<file path="config.mk">
export PLATFORM = sky130hd
export DESIGN_NAME = mem_port_arbiter
export DESIGN_NICKNAME = d
export VERILOG_FILES = /design/src/rtl/mem_arb_pkg.sv /design/src/rtl/mem_port_arbiter.sv
export SDC_FILE = /design/constraint.sdc
export NUM_CORES = 1
export LEC_CHECK = 0
export CELL_PAD_IN_SITES_DETAIL_PLACEMENT = 1
export CELL_PAD_IN_SITES_GLOBAL_PLACEMENT = 1
export CORE_MARGIN = 2
export CORE_UTILIZATION = 21
export DETAILED_ROUTE_END_ITERATION = 6
export PLACE_DENSITY = 0.79
export SYNTH_ARGS = -nofsm -noshare
export SYNTH_HDL_FRONTEND = slang
export SYNTH_SLANG_ARGS = --single-unit
</file>
<file path="constraint.sdc">
create_clock -name clk -period 2.8 [get_ports clk]
set_clock_uncertainty 0.2 [all_clocks]
set_input_delay 0.56 -clock clk [delete_from_list [all_inputs] [get_ports clk]]
set_output_delay 0.56 -clock clk [all_outputs]
set_load 0.02 [all_outputs]
</file>
<file path="src/rtl/mem_arb_pkg.sv">
// Shared types for the two-port memory arbiter: FSM state encoding, port
// identifiers and the arbitration helper used to pick a winner.
package mem_arb_pkg;

  typedef enum logic [1:0] {
    S_IDLE   = 2'd0,
    S_ACCESS = 2'd1,
    S_RESP   = 2'd2
  } arb_state_t;

  typedef enum logic {
    PORT_CORE = 1'b0,
    PORT_AUX  = 1'b1
  } arb_port_t;

  // Winner among the active requesters; prio breaks a tie when both request.
  function automatic arb_port_t arb_pick(input logic req0, input logic req1,
                                         input arb_port_t prio);
    arb_port_t win;
    if (req0 && req1) begin
      win = prio;
    end else if (req1) begin
      win = PORT_AUX;
    end else begin
      win = PORT_CORE;
    end
    return win;
  endfunction

endpackage

</file>
<file path="src/rtl/mem_port_arbiter.sv">
// Two-port arbiter in front of a single-ported synchronous-read memory.
// Each access takes two cycles: S_ACCESS presents the address (and write
// strobe), S_RESP returns the read data and pulses the granted port's ack.
//
// Ports:
//   clk, rst                 clock, asynchronous active-high reset
//   req0/1, we0/1            request and write-enable per port (0 = core, 1 = aux)
//   addr0/1, wdata0/1        access address and write data per port
//   ack0/1                   one-cycle completion pulse per port
//   rdata0/1                 read data, valid only with the matching ack
//   mem_addr, mem_wr_data,
//   mem_wr_ena, mem_rd_data  shared memory port (one-cycle read latency)
//   busy                     high whenever the FSM is not idle
//
// Build option: define MEM_ARB_ROUND_ROBIN_EN to replace fixed port-0
// priority with round-robin arbitration on contention.
module mem_port_arbiter
  import mem_arb_pkg::*;
#(
  parameter int unsigned ADDR_W = 32,
  parameter int unsigned DATA_W = 32
) (
  input  logic              clk,
  input  logic              rst,
  input  logic              req0,
  input  logic              req1,
  input  logic              we0,
  input  logic              we1,
  input  logic [ADDR_W-1:0] addr0,
  input  logic [ADDR_W-1:0] addr1,
  input  logic [DATA_W-1:0] wdata0,
  input  logic [DATA_W-1:0] wdata1,
  output logic              ack0,
  output logic              ack1,
  output logic [DATA_W-1:0] rdata0,
  output logic [DATA_W-1:0] rdata1,
  output logic [ADDR_W-1:0] mem_addr,
  output logic [DATA_W-1:0] mem_wr_data,
  output logic              mem_wr_ena,
  input  logic [DATA_W-1:0] mem_rd_data,
  output logic              busy
);

  arb_state_t        state_q;
  arb_port_t         grant_q;
  logic              ack0_q;
  logic              ack1_q;
  logic [ADDR_W-1:0] mem_addr_q;
  logic [DATA_W-1:0] mem_wr_data_q;
  logic              mem_wr_ena_q;
  logic              busy_q;

  logic              any_req_c;
  arb_port_t         grant_d;
  logic [ADDR_W-1:0] new_addr_c;
  logic [DATA_W-1:0] new_wdata_c;
  logic              new_we_c;
  logic [ADDR_W-1:0] held_addr_c;

  assign any_req_c = req0 | req1;

  // Arbitration result; only consumed in S_IDLE and S_RESP.
`ifdef MEM_ARB_ROUND_ROBIN_EN
  arb_port_t last_grant_q;
  assign grant_d = arb_pick(req0, req1, arb_port_t'(~last_grant_q));
`else
  assign grant_d = arb_pick(req0, req1, PORT_CORE);
`endif

  // Payload of the port about to be granted.
  always_comb begin
    new_addr_c  = addr0;
    new_wdata_c = wdata0;
    new_we_c    = we0;
    if (grant_d == PORT_AUX) begin
      new_addr_c  = addr1;
      new_wdata_c = wdata1;
      new_we_c    = we1;
    end
  end

  // Address of the port already holding the grant (stable until its ack).
  assign held_addr_c = (grant_q == PORT_AUX) ? addr1 : addr0;

  // FSM with grant and all memory-side/ack outputs registered.
  always_ff @(posedge clk or posedge rst) begin
    if (rst) begin
      state_q       <= S_IDLE;
      grant_q       <= PORT_CORE;
      ack0_q        <= 1'b0;
      ack1_q        <= 1'b0;
      mem_addr_q    <= '0;
      mem_wr_data_q <= '0;
      mem_wr_ena_q  <= 1'b0;
      busy_q        <= 1'b0;
`ifdef MEM_ARB_ROUND_ROBIN_EN
      // Recorded as aux so that port 0 holds priority on the first contention.
      last_grant_q  <= PORT_AUX;
`endif
    end else begin
      ack0_q       <= 1'b0;
      ack1_q       <= 1'b0;
      mem_wr_ena_q <= 1'b0;
      case (state_q)
        S_IDLE, S_RESP: begin
          if (any_req_c) begin
            state_q       <= S_ACCESS;
            grant_q       <= grant_d;
            mem_addr_q    <= new_addr_c;
            mem_wr_data_q <= new_wdata_c;
            mem_wr_ena_q  <= new_we_c;
            busy_q        <= 1'b1;
`ifdef MEM_ARB_ROUND_ROBIN_EN
            last_grant_q  <= grant_d;
`endif
          end else begin
            state_q       <= S_IDLE;
            grant_q       <= PORT_CORE;
            mem_addr_q    <= '0;
            mem_wr_data_q <= '0;
            busy_q        <= 1'b0;
          end
        end
        S_ACCESS: begin
          state_q    <= S_RESP;
          mem_addr_q <= held_addr_c;
          ack0_q     <= (grant_q == PORT_CORE);
          ack1_q     <= (grant_q == PORT_AUX);
          busy_q     <= 1'b1;
        end
        default: begin
          state_q       <= S_IDLE;
          grant_q       <= PORT_CORE;
          mem_addr_q    <= '0;
          mem_wr_data_q <= '0;
          busy_q        <= 1'b0;
        end
      endcase
    end
  end

  assign ack0        = ack0_q;
  assign ack1        = ack1_q;
  assign mem_addr    = mem_addr_q;
  assign mem_wr_data = mem_wr_data_q;
  assign mem_wr_ena  = mem_wr_ena_q;
  assign busy        = busy_q;

  // Memory read data arrives during S_RESP, which is exactly the ack cycle.
  assign rdata0 = ack0_q ? mem_rd_data : '0;
  assign rdata1 = ack1_q ? mem_rd_data : '0;

endmodule

</file>
==> summary.txt <==
STA
  – Total negative slack: 0 ns
  – Setup Viol. Count Final: 0
  – Worst-Margin Slew: 0.771 ns
  – Hold Violations, Final: 0
  – Final period util: 94.7%
  – RSZ-0062 raised after global routing: false
  – Fmax achieved: about 380 MHz
  – Slew headroom: 48.4%
  – Fin. max-slew vios: 0
  – Tmin final: 2.65 ns

Layout
  – Inserted Diodes: 0
  – Area growth syn-to-layout: 109%
  – Layout Nets: between 700 and 800
  – Fillcell total: about 1600
  – Share of layout cells above drive strength 1: 4.98%
  – Finished Layout Cells: between 700 and 800

Worst setup path
  – Arr. time, crit path: roughly 1.9 ns
  – Required @ worst endpoint: 2.04 ns
  – FF-to-FF path depth: 4
  – Levels on crit path: 3
  – Crit-path cells: clkdlybuf4s50_1 > and2_1 > clkdlybuf4s50_1
  – Startpoint types: input pin
  – Crit path kind: input pin to output pin
  – Slowest-stage cell, CP: clkdlybuf4s50_1
  – CP Max Fanout: 2
  – Crit path top cell by count: clkdlybuf4s50_1
  – Worst setup EP type: output pin
  – CP max stage delay: 0.62 ns
  – WP buf/inv: 2
  – Top delay family on crit path: buffers and inverters

Detailed routing
  – Drt first pass iters: 5
  – DRT iter0 DRCs: between 150 and 200
  – Number of antenna-violating nets in the routed design: 0
  – DRT Wirelength: around 14000 um
  – Avg Vias per Cell: 4.60
  – Drt drc: 0
  – Vias: about 3400
  – DR WL/cell: roughly 19 um

Power
  – Pwr dens: 539 nW/um^2
  – Leak pwr: between 2 and 3 nW
  – Peak supply drop: 0.248 mV

Clock tree
  – Clock transition at the registers of the reported paths: approximately 0.060 ns
  – CTS tree: built
  – Worst skew pair latency: 0.32 ns
  – Clock sinks: slightly above 70
  – Cts hold-fix bufs: 0
  – Clock tree root buffer cell: clkbuf_16
  – Num CTS Buffers: 9
  – Post-cts resize count: 0
  – Postcts setup bufs: 0
  – H-tree depth: 3
  – Clock Path Buffers: 2

Hold path
  – Min-Delay Path Class: register to register
  – Hold depth: 2

Yosys
  – Leading cell types by count after synthesis: dfrtp_1 (71), and2_1 (65), a22o_1 (33), inv_1 (33), a222oi_1 (32)
  – Count leader, synth: dfrtp_1
  – Seq/Total Area, Yosys: 57.0%
  – Seq cells post-synth: between 70 and 80
  – Share of the synthesized area in the top cell type: between 50% and 60%
  – Fraction of registers with async set/reset: 100%
  – Yosys cell types: 16
  – EDFF count, synth: 0
  – Top post-synthesis cells by area: dfrtp_1 (57%), and2_1 (13%), a222oi_1 (10%), a22o_1 (9.3%), inv_1 (4.0%)
  – Synth area leader: dfrtp_1
  – Net Count, Synth: 432
  – Top_reg_cell synth: dfrtp_1
  – Avg Cell Area, Syn: between 10 and 15 sq um
  – Synthesized instance count: around 270
  – Synthesized area: roughly 3100 sq um
  – Count of warnings emitted by yosys: 0

Global routing
  – Initial antenna violation count: 0
  – Largest net degree at the start of global routing: 48
  – First-pass GRT wire length: between 20000 and 25000 um
  – Gr ovfl total: 0
  – Vias in the first global route: ~3800
  – GR Util All Layers: 17.1%

Placed design
  – Detailed Place HPWL: 11100 um
  – GP Congestion: 0.800
  – Placed Cells: 732
  – I/O Buffers: 297

Floorplanning
  – Die height: 126 um
  – Die width: 126 um
  – I/O pin count: ~300
  – Die area: 15800 sq um
  – Row cnt: 44
  – Initial Utilization: 21.5%
  – Core ar.: approximately 15000 sq um

Job
  – Maxcap violations: 0

Outcome
  – Status: finished, final reports clean
metal layers:
metal / up-vias / part of all wire [%] / global-route usage, %
met5: - / 0 / 0
met1: 1665 / 35 / 17.3
met4: 0 / 2.0 / 5.95
met2: 215 / 54 / 32.2
met3: 18 / 9.6 / 6.16
li1: 1534 / - / -
worst reg2reg max path: stages, from the launching register on:
cell and delay, ns:
dfrtp_1 0.46, nand2b_2 0.14, inv_2 0.52, a21o_4 0.44, a22o_1 0.25
power breakdown:
part	switching (W)	leakage [nW]	internal (W)
combinational	0.000602	1.84	0.000670
clock	0.000425	0.127	0.000583
sequential	0.0000677	0.903	0.00117
path summary, 6_finish.rpt:
kind	end	slack (ns)	startpoint
worst max register to register	mem_addr[19]$_DFF_PP0_	0.72	state_q[0]$_DFF_PP0_
worst min-delay path	mem_wr_data[8]$_DFFE_PP0N_	0.29	mem_wr_data[8]$_DFFE_PP0N_
max in group asynchronous	ack1$_DFF_PP0_	1.30	rst
min in group asynchronous	mem_addr[9]$_DFF_PP0_	0.42	rst
worst max-delay path	rdata0[17]	0.15	mem_rd_data[17]
worst min register to register	mem_wr_data[8]$_DFFE_PP0N_	0.29	mem_wr_data[8]$_DFFE_PP0N_
stage by stage:
step                worst slack [ns]  hold slack, ns  power, W  util (%)  area (sq um)
floorplan                      0.243           0.297   0.00180         -          3120
global placement               0.146           0.271   0.00251      43.2          6270
detailed placement             0.108           0.285   0.00255      43.2          6270
CTS                            0.108           0.299   0.00357      44.9          6530
global route                   0.120           0.318   0.00367      44.9          6530
finish                         0.149           0.294   0.00352      44.9          6530
final cells by class:
type | instances | area, sq um | area share [%]
timing repair buffer | 304 | 3040 | 46.5
inverter | 34 | 128 | 1.96
sequential | 71 | 1780 | 27.2
clock buffer | 9 | 225 | 3.45
clock inverter | 5 | 27.5 | 0.422
tap | 184 | 230 | 3.53
multi-input combinational | 139 | 1100 | 16.9
layout by cell type, fill, tap and decap left out:
cell type        count
nand2b_2             1
a21o_4               1
a22o_1              33
a222oi_1            32
clkinvlp_4           1
nor2_1               3
inv_1               32
clkdlybuf4s50_1    297
nor2b_2              1
o21bai_4             1
inv_2                2
dfrtp_1             71
buf_12               1
and2_1              65
nor3b_4              1
o21ai_0              1
clkbuf_16            9
clkinv_2             4
buf_4                6
logic make-up after synthesis:
logic type             Yosys count  synth area share, %
AND/OR/NAND/NOR                 71                 14.3
flip-flops                      71                 57.0
AO/OA/AOI/OAI                   68                 20.8
buffers and inverters           56                 7.95
sequential cells by signal, indices dropped and copies added (netlist names):
name / flops
mem_wr_ena: 1
grant_q: 1
ack1: 1
state_q: 2
mem_wr_data: 32
busy: 1
ack0: 1
mem_addr: 32
Note: power is estimated with default switching activity, not from simulation.
